`src/rtl/cache_tag_ctrl.sv`:
```
// Tag-array initiator for a 64-set x 4-way cache: clears the tag store after reset,
// looks up CPU requests, and sequences writeback/fill with memory on a miss.
package cache_def;
    typedef struct packed {
        logic [5:0] index;
        logic [1:0] way;
        logic       we;
    } cache_req_type;

    typedef struct packed {
        logic        valid;
        logic        dirty;
        logic [19:0] tag;
    } cache_tag_type;
endpackage

module cache_tag_ctrl #(
    parameter int TAG_W    = 20,
    parameter int INDEX_W  = 6,
    parameter int OFFSET_W = 6,
    parameter int WAYS     = 4
) (
    input  logic                    clk,
    input  logic                    rst,
    input  logic                    cpu_req_valid,
    input  logic [31:0]             cpu_req_addr,
    input  logic                    cpu_req_rw,
    output logic                    cpu_req_ready,
    output logic                    cpu_resp_valid,
    output logic                    cpu_resp_hit,
    output logic [1:0]              cpu_resp_way,
    output cache_def::cache_req_type tag_req,
    output cache_def::cache_tag_type tag_write,
    input  cache_def::cache_tag_type tag_read [WAYS],
    output logic                    mem_req_valid,
    output logic                    mem_req_rw,
    output logic [31:0]             mem_req_addr,
    input  logic                    mem_ack
);

    typedef enum logic [2:0] {
        INIT      = 3'd0,
        IDLE      = 3'd1,
        COMPARE   = 3'd2,
        WRITEBACK = 3'd3,
        ALLOCATE  = 3'd4
    } state_t;

    state_t               state_r;
    logic [7:0]           init_cnt_r;
    logic [1:0]           rr_r;
    logic [TAG_W-1:0]     addr_tag_r;
    logic [INDEX_W-1:0]   index_r;
    logic                 rw_r;
    logic [1:0]           victim_r;
    logic [TAG_W-1:0]     victim_tag_r;
    logic                 victim_rr_r;

    logic                 hit_s;
    logic [1:0]           hit_way_s;
    logic                 inv_s;
    logic [1:0]           inv_way_s;
    logic [1:0]           victim_s;
    logic                 unused_offset_s;

    // Block offset never reaches the tag store or memory (addresses are block aligned).
    assign unused_offset_s = ^cpu_req_addr[OFFSET_W-1:0];

    // Tag compare and lowest-invalid search; scanning high-to-low lets the lowest way win.
    always_comb begin
        hit_s     = 1'b0;
        hit_way_s = 2'd0;
        inv_s     = 1'b0;
        inv_way_s = 2'd0;
        for (int i = WAYS - 1; i >= 0; i--) begin
            if (tag_read[i].valid && (tag_read[i].tag == addr_tag_r)) begin
                hit_s     = 1'b1;
                hit_way_s = 2'(i);
            end else begin
                hit_s     = hit_s;
            end
            if (!tag_read[i].valid) begin
                inv_s     = 1'b1;
                inv_way_s = 2'(i);
            end else begin
                inv_s     = inv_s;
            end
        end
        victim_s = inv_s ? inv_way_s : rr_r;
    end

    // Controller state machine and request/victim bookkeeping.
    always_ff @(posedge clk) begin
        if (rst) begin
            state_r      <= INIT;
            init_cnt_r   <= 8'd0;
            rr_r         <= 2'd0;
            addr_tag_r   <= '0;
            index_r      <= '0;
            rw_r         <= 1'b0;
            victim_r     <= 2'd0;
            victim_tag_r <= '0;
            victim_rr_r  <= 1'b0;
        end else begin
            case (state_r)
                INIT: begin
                    init_cnt_r <= init_cnt_r + 8'd1;
                    if (init_cnt_r == 8'd255) begin
                        state_r <= IDLE;
                    end
                end
                IDLE: begin
                    if (cpu_req_valid) begin
                        addr_tag_r <= cpu_req_addr[OFFSET_W+INDEX_W +: TAG_W];
                        index_r    <= cpu_req_addr[OFFSET_W +: INDEX_W];
                        rw_r       <= cpu_req_rw;
                        state_r    <= COMPARE;
                    end
                end
                COMPARE: begin
                    if (hit_s) begin
                        state_r <= IDLE;
                    end else begin
                        victim_r     <= victim_s;
                        victim_tag_r <= tag_read[victim_s].tag;
                        victim_rr_r  <= !inv_s;
                        if (tag_read[victim_s].valid && tag_read[victim_s].dirty) begin
                            state_r <= WRITEBACK;
                        end else begin
                            state_r <= ALLOCATE;
                        end
                    end
                end
                WRITEBACK: begin
                    if (mem_ack) begin
                        state_r <= ALLOCATE;
                    end
                end
                ALLOCATE: begin
                    if (mem_ack) begin
                        if (victim_rr_r) begin
                            rr_r <= rr_r + 2'd1;
                        end
                        state_r <= IDLE;
                    end
                end
                default: begin
                    state_r    <= INIT;
                    init_cnt_r <= 8'd0;
                end
            endcase
        end
    end

    // Output decode; everything is forced quiet while reset is asserted.
    always_comb begin
        cpu_req_ready  = 1'b0;
        cpu_resp_valid = 1'b0;
        cpu_resp_hit   = 1'b0;
        cpu_resp_way   = 2'd0;
        tag_req.index  = index_r;
        tag_req.way    = 2'd0;
        tag_req.we     = 1'b0;
        tag_write      = '0;
        mem_req_valid  = 1'b0;
        mem_req_rw     = 1'b0;
        mem_req_addr   = 32'd0;
        if (!rst) begin
            case (state_r)
                INIT: begin
                    tag_req.index = init_cnt_r[7:2];
                    tag_req.way   = init_cnt_r[1:0];
                    tag_req.we    = 1'b1;
                end
                IDLE: begin
                    cpu_req_ready = 1'b1;
                end
                COMPARE: begin
                    if (hit_s) begin
                        cpu_resp_valid = 1'b1;
                        cpu_resp_hit   = 1'b1;
                        cpu_resp_way   = hit_way_s;
                        if (rw_r && !tag_read[hit_way_s].dirty) begin
                            tag_req.way     = hit_way_s;
                            tag_req.we      = 1'b1;
                            tag_write.valid = 1'b1;
                            tag_write.dirty = 1'b1;
                            tag_write.tag   = addr_tag_r;
                        end else begin
                            tag_req.we = 1'b0;
                        end
                    end else begin
                        cpu_resp_valid = 1'b0;
                    end
                end
                WRITEBACK: begin
                    mem_req_valid = 1'b1;
                    mem_req_rw    = 1'b1;
                    mem_req_addr  = {victim_tag_r, index_r, {OFFSET_W{1'b0}}};
                end
                ALLOCATE: begin
                    mem_req_valid = 1'b1;
                    mem_req_rw    = 1'b0;
                    mem_req_addr  = {addr_tag_r, index_r, {OFFSET_W{1'b0}}};
                    if (mem_ack) begin
                        tag_req.way     = victim_r;
                        tag_req.we      = 1'b1;
                        tag_write.valid = 1'b1;
                        tag_write.dirty = rw_r;
                        tag_write.tag   = addr_tag_r;
                        cpu_resp_valid  = 1'b1;
                        cpu_resp_hit    = 1'b0;
                        cpu_resp_way    = victim_r;
                    end else begin
                        cpu_resp_valid  = 1'b0;
                    end
                end
                default: begin
                    cpu_req_ready = 1'b0;
                end
            endcase
        end else begin
            cpu_req_ready = 1'b0;
        end
    end

endmodule

```
`config.mk`:
```
export PLATFORM = sky130hd
export DESIGN_NAME = cache_tag_ctrl
export DESIGN_NICKNAME = d
export VERILOG_FILES = /design/src/rtl/cache_tag_ctrl.sv
export SDC_FILE = /design/constraint.sdc
export NUM_CORES = 1
export LEC_CHECK = 0
export CAP_MARGIN = 20
export CORE_ASPECT_RATIO = 0.5
export CORE_UTILIZATION = 45
export CTS_CLUSTER_DIAMETER = 80
export DETAILED_ROUTE_END_ITERATION = 8
export PLACE_DENSITY = 0.89
export SLEW_MARGIN = 15
export SYNTH_ARGS = -nofsm -noshare
export SYNTH_HDL_FRONTEND = slang
export SYNTH_SLANG_ARGS = --single-unit
```
`constraint.sdc`:
```
create_clock -name clk -period 5.6 [get_ports clk]
set_clock_uncertainty 0.15 [all_clocks]
set_input_delay 1.12 -clock clk [delete_from_list [all_inputs] [get_ports clk]]
set_output_delay 1.12 -clock clk [all_outputs]
set_load 0.02 [all_outputs]
```
==> results of run 1 <==
[final cells by class]
cell class | count | area [um^2]
clock buffer | 10 | 239
timing repair buffer | 219 | 2030
sequential | 63 | 1260
clock inverter | 6 | 92.6
inverter | 6 | 22.5
multi-input combinational | 487 | 3600
fill | 837 | 3160
tap | 140 | 175
[path summary, 6_finish.rpt]
path,startpoint,end,cells after the start
setup reg to reg,addr_tag_r[7]$_SDFFE_PP0P_,victim_rr_r$_SDFFE_PP0P_,9
hold reg to reg,victim_r[1]$_SDFFE_PP0P_,victim_r[1]$_SDFFE_PP0P_,2
setup / recovery,tag_read[75],tag_write[6],11
hold / removal,victim_r[1]$_SDFFE_PP0P_,victim_r[1]$_SDFFE_PP0P_,2
[logic make-up (layout without fill, tap and decap cells)]
kind of cell,after synthesis,in the layout
muxes,47,47
xor gates and xnor gates,91,91
DFF,63,63
and+or+nand+nor,230,230
other,1,6
buffers and inverters,66,241
adders and majority gates,1,1
AOI/OAI and AO/OA,112,112
[state kept, by name, summed over array words and instances (netlist names)]
signal	flops
index_r	6
state_r	3
init_cnt_r	8
rw_r	1
addr_tag_r	20
victim_rr_r	1
victim_tag_r	20
victim_r	2
rr_r	2
[power by group through the flow]
stage               logic [mW]  registers, mW  clock network (mW)
finish                   0.243          0.453               0.625
global route             0.255          0.453               0.652
CTS                      0.236          0.453               0.628
detailed placement       0.235          0.463                   0
global placement         0.232          0.463                   0
floorplan                0.102          0.461                   0
[through the flow]
stage	cell area (um^2)	total power, mW	hold WS (ns)	setup WS, ns
after floorplan	5080	0.563	0.292	0.828
after global placement	7070	0.695	0.306	-0.314
after detailed placement	7070	0.698	0.317	-0.376
after CTS	7480	1.32	0.325	-0.00647
after global routing	7420	1.36	0.364	-0.0390
final	7420	1.32	0.329	0.00503
[routing by layer]
| layer | vias up | routed length, um | global-route usage (%) |
|---|---|---|---|
| li1 | 2521 | - | - |
| met1 | 2691 | 7830 | 41.0 |
| met2 | 337 | 8970 | 54.6 |
| met3 | 52 | 1840 | 8.42 |
| met4 | 0 | 493 | 9.18 |
| met5 | - | 0 | 0 |
[what timing repair did]
item	4_1_cts	5_1_grt
gates cloned	1	0
pin swaps	2	1
setup endpoints to repair	26	24
endpoints found under the hold margin	0	0
gates resized for setup	69	33
setup buffers	1	0
[worst min-delay path, stage by stage, from the launching register on]
cell and delay (ns):
dfxtp_1 0.32, nand2_1 0.06, a21oi_1 0.05
[layout by cell type, fill, tap and decap left out, types with 14 or more instances in the layout]
cell	synthesis	final
nand3_1	20	20
xor2_1	44	44
clkdlybuf4s50_1	0	155
a21oi_1	44	44
xnor2_1	47	45
dfxtp_1	63	63
mux2i_1	21	21
nand2_1	81	81
buf_4	6	32
mux4_2	20	20
buf_2	3	14
nand4_1	19	19
a22o_1	20	20
nor2_1	45	45
==> metrics, run 1 <==
Compound-Gate Fraction of Synth Area=between 10% and 20%; Finish-stage setup viols=0; number of hold buffers added after CTS=0; Longest Clk Path Bufs=2; FFs w/ async S/R, synth=0%; row cnt=26; cell taking the most area after synthesis=dfxtp_1; final non-filler cell total=931; number of global-route vias before repair=between 5000 and 6000; commonest cells in the netlist=nand2_1, dfxtp_1, xnor2_1, clkbuf_1, nor2_1; placed insts=just over 900; via/cell ratio=roughly 6.0; Pint=0.992 mW; HP Class=register to register; Max H-tree Level=3; crit end category=output port; largest family of logic cells by synthesized area=simple AND/OR/NAND/NOR gates; Leakage=2.87 nW; crit path max fanout=5; most common cell in the netlist=nand2_1; R2R setup slack=2.04 ns; Final Hold Fails=0; fraction of layout cells with a size suffix above 1=roughly 17%; WL final=19100 um; crit-path leading delay family=simple AND/OR/NAND/NOR gates; Root Buffer=clkbuf_16; syn avg cell area=slightly above 8 um^2; P&R area growth vs syn=46.6%; number of diodes=0; fin crit share=99.9%; Distinct cells, synth=64; Cell Area, Synth=just over 5000 um^2; fmax=about 0.18 GHz; first-pass GRT wire length=around 30000 um; Placer Congestion=~0.99; # nets final=roughly 900; critical path's largest stage delay=between 0.5 and 0.6 ns; drt pass-1 iters=7; CP arrival=between 4 and 5 ns; Main synth FF type=dfxtp_1; Pwr Density=around 180 nW/um^2; Post-Syn Instances=slightly above 600; Num CTS Buffers=9; Yosys top cell area share=approximately 25%; Slew @ Worst Pin=around 1.1 ns; Net Sw Power=0.329 mW; initial antenna violation count=0; clock share of power=between 40% and 50%; Worst setup SP type=input port; Clk Latency, worst-skew pair=between 0.3 and 0.4 ns; Die Area=about 12000 um^2; EDFF count, synth=0; Reg power frac=34.3%; die span in x=~150 um; Core ar.=between 10000 and 15000 um^2; peak supply drop=0.000123 V; grt ovf=0; Setup CP Type=input port to output port; Starting Density=between 40% and 50%; num ports=just under 200; status=complete, but fails checks; vias=between 5000 and 6000; multiplexer area fraction after synthesis=between 10% and 20%; CTS tree=yes; combinational fraction of design power=18.4%; area share of fa/ha/maj cells after synthesis=less than 1%; Max-cap violations=0; hpwl dp=14200 um; Syn. warnings=0; crit path max-delay cell type=or4_1; # port buffers=about 180; clk slew on worst S/H paths=0.06 ns; fin. max-slew vios=0; DR iter-0 viols=480; Tmin final=5.59 ns; remaining antenna violation count=0; register area share after synthesis=roughly a quarter; CP Buf/Inv Count=4; Final TNS setup=0 ns; Cell Chain, Critical Path=clkdlybuf4s50_1, xor2_1, or4_1, or4_4, or2_1, a32o_2, o311ai_4, buf_6, buf_4, a21boi_1, clkdlybuf4s15_2; unrepaired setup endpoints after global routing=true; clock sinks=63; Overall Global Routing Usage=approximately a third; final design utilization=between 70 and 80%; Die Span Y=about 77 um; WP data required=4.33 ns; routed length per instance=around 21 um; DRC violations left=22; simple-gate portion of the synthesized area=between 20% and 30%; largest net degree at the start of global routing=39; Post-Synth XOR/XNOR Area=between 10% and 20%; failing checks=DRC; sw frac=between 20% and 30%; max_slew headroom=29.5%; FF+latch count, synth=between 60 and 70; top post-synthesis cells by area=dfxtp_1, mux4_2, xnor2_1
No activity file was read; power rests on OpenSTA's default activity.
==> run 2: changes to the inputs <==
--- a/config.mk
+++ b/config.mk
@@ -7,10 +7,11 @@
 export LEC_CHECK = 0
 export CAP_MARGIN = 20
 export CORE_ASPECT_RATIO = 0.5
-export CORE_UTILIZATION = 45
+export CORE_UTILIZATION = 50
 export CTS_CLUSTER_DIAMETER = 80
 export DETAILED_ROUTE_END_ITERATION = 8
-export PLACE_DENSITY = 0.89
+export DONT_BUFFER_PORTS = 1
+export PLACE_DENSITY = 0.72
 export SLEW_MARGIN = 15
 export SYNTH_ARGS = -nofsm -noshare
 export SYNTH_HDL_FRONTEND = slang
==> run 2 against run 1 <==
  * Critical endpoint is now tag_req[2]
  * Via count is 17% lower
  * Sequential power about the same
  * Sequential share of layout area is 6.0 points higher
  * Final cell count down 21%
  * The flow now finishes without violations
  * Non-clock buffer count decreased by 194
  * Critical path type unchanged
  * Largest cell class unchanged
  * Die area is 9.8% lower
==> metrics, run 2 (same netlist as run 1, synthesis figures left out) <==
peak supply drop=0.000147 V (was 0.000123 V); Clk Latency, worst-skew pair=0.34 ns (about the same); Pwr Density=217 nW/um^2 (was 178 nW/um^2); grt ovf=0 (unchanged); status=completed (was complete, but fails checks); pre-CTS setup slack=0.600 ns (was -0.376 ns); most frequent cells in the layout=nand2_1, dfxtp_1, xnor2_1 (was clkdlybuf4s50_1, nand2_1, dfxtp_1, nor2_1, xnor2_1); final design utilization=57.0% (was 70.1%); largest net degree at the start of global routing=69 (was 39); number of global-route vias before repair=4268 (was 5392); die span in x=144 um (was 152 um); HP Class=register to register (unchanged); Max H-tree Level=3 (unchanged); max_slew headroom=27.7% (was 29.5%); Final TNS setup=0 ns (unchanged); CTS tree=yes (unchanged); number of diodes=0 (unchanged); WP data required=4.33 ns (about the same); Die Area=10500 um^2 (was 11700 um^2); fmax=0.198 GHz (was 0.179 GHz); Starting Density=52.5% (was 47.8%); Die Span Y=73.1 um (was 77.0 um); # port buffers=0 (was 182); crit end category=output port (unchanged); Root Buffer=clkbuf_16 (unchanged); row cnt=25 (was 26); Worst setup SP type=input port (unchanged); Leakage=2.03 nW (was 2.87 nW); clock sinks=63 (unchanged); fin. max-slew vios=0 (unchanged); CP arrival=3.79 ns (was 4.32 ns); remaining antenna violation count=0 (unchanged); Num CTS Buffers=9 (unchanged); Tmin final=5.06 ns (was 5.59 ns); Max-cap violations=0 (unchanged); Longest Clk Path Bufs=2 (unchanged); unrepaired setup endpoints after global routing=false (was true); placed cell area=5170 um^2 (was 7070 um^2); fraction of layout cells with a size suffix above 1=13.9% (was 16.7%); hpwl dp=12500 um (was 14200 um); post-CTS resize count=0 (was 69); Core ar.=9630 um^2 (was 10600 um^2); P&R area growth vs syn=8.58% (was 46.6%); vias=4647 (was 5601); # nets final=718 (was 912); via/cell ratio=6.35 (was 6.02); first-pass GRT wire length=24000 um (was 29500 um); num ports=195 (unchanged); crit path max fanout=2 (was 5); DRC violations left=0 (was 22); Final Hold Fails=0 (unchanged); number of hold buffers added after CTS=0 (unchanged); Post-CTS Setup Repair Bufs=0 (was 1); design area=5490 um^2 (was 7420 um^2); Overall Global Routing Usage=30.8% (was 32.4%); WL final=16300 um (was 19100 um); fin crit share=90.4% (was 99.9%); commonest non-fill, non-tap cell in the layout=nand2_1 (was clkdlybuf4s50_1); Placer Congestion=1.03 (was 0.988); drt pass-1 iters=5 (was 7); Fill cells=920 (was 837); initial antenna violation count=0 (unchanged); Finish-stage setup viols=0 (unchanged); routed length per instance=22.2 um (was 20.6 um); Setup CP Type=input port to output port (unchanged); DR iter-0 viols=429 (was 480); Slew @ Worst Pin=1.08 ns (was 1.05 ns); biggest registers after layout=addr_tag_r x20, victim_tag_r x20, init_cnt_r x8 (unchanged); clk slew on worst S/H paths=0.06 ns (about the same); setup ws final=0.538 ns (was 0.00503 ns)
## run 2: cell count changes in the layout (fill, tap and decap cells not counted), moves of 8 or more
cell | before | now
clkdlybuf4s50_1 | 155 | 0
clkbuf_2 | 9 | 0
buf_4 | 32 | 24
buf_2 | 14 | 0
## run 2: routing by layer
metal	up-vias	share of wire, %	GRT usage, %	routed length (um)
met1	2200	40	38.3	6580
li1	2139	-	-	-
met3	44	11	10.2	1730
met5	-	0	0	0
met2	264	47	51.0	7580
met4	0	2.4	9.59	391
## run 2: cell type report
| type | instances | area [um^2] | share of cell area [%] |
|---|---|---|---|
| Multi-Input combinational cell | 487 | 3520 | 64.1 |
| Sequential cell | 63 | 1260 | 23.0 |
| Clock buffer | 13 | 260 | 4.74 |
| Timing Repair Buffer | 25 | 195 | 3.55 |
| Tap cell | 135 | 169 | 3.08 |
| Clock inverter | 3 | 65.1 | 1.18 |
| Inverter | 6 | 22.5 | 0.410 |
## run 2: worst paths after layout
path	start	to	slack [ns]	cells after the start
max	tag_read[28]	tag_req[2]	0.54	8
min	index_r[1]$_SDFFE_PP0P_	index_r[1]$_SDFFE_PP0P_	0.31	2
max reg2reg	addr_tag_r[14]$_SDFFE_PP0P_	victim_r[0]$_SDFFE_PP0P_	2.00	8
min reg2reg	index_r[1]$_SDFFE_PP0P_	index_r[1]$_SDFFE_PP0P_	0.31	2
## run 2: metrics by stage
step	cells	total power [mW]	hold slack (ns)
after CTS	732	1.19	0.311
after floorplan	616	0.563	0.292
after detailed placement	716	0.578	0.302
after global placement	715	0.577	0.298
final	732	1.19	0.311
after global routing	732	1.22	0.340
## run 2: report_power, final
part	internal (mW)	total, mW	leakage (nW)	switching (mW)
logic	0.0588	0.118	1.36	0.0588
clock network	0.413	0.619	0.160	0.205
registers	0.450	0.453	0.508	0.00283
## run 2: critical path: stages
cell and delay, ns:
xnor2_1 0.29, nand4_1 0.14, or4_1 0.58, or3_1 0.37, a211oi_1 0.50, nor3_1 0.16, o31ai_1 0.41, buf_4 0.22
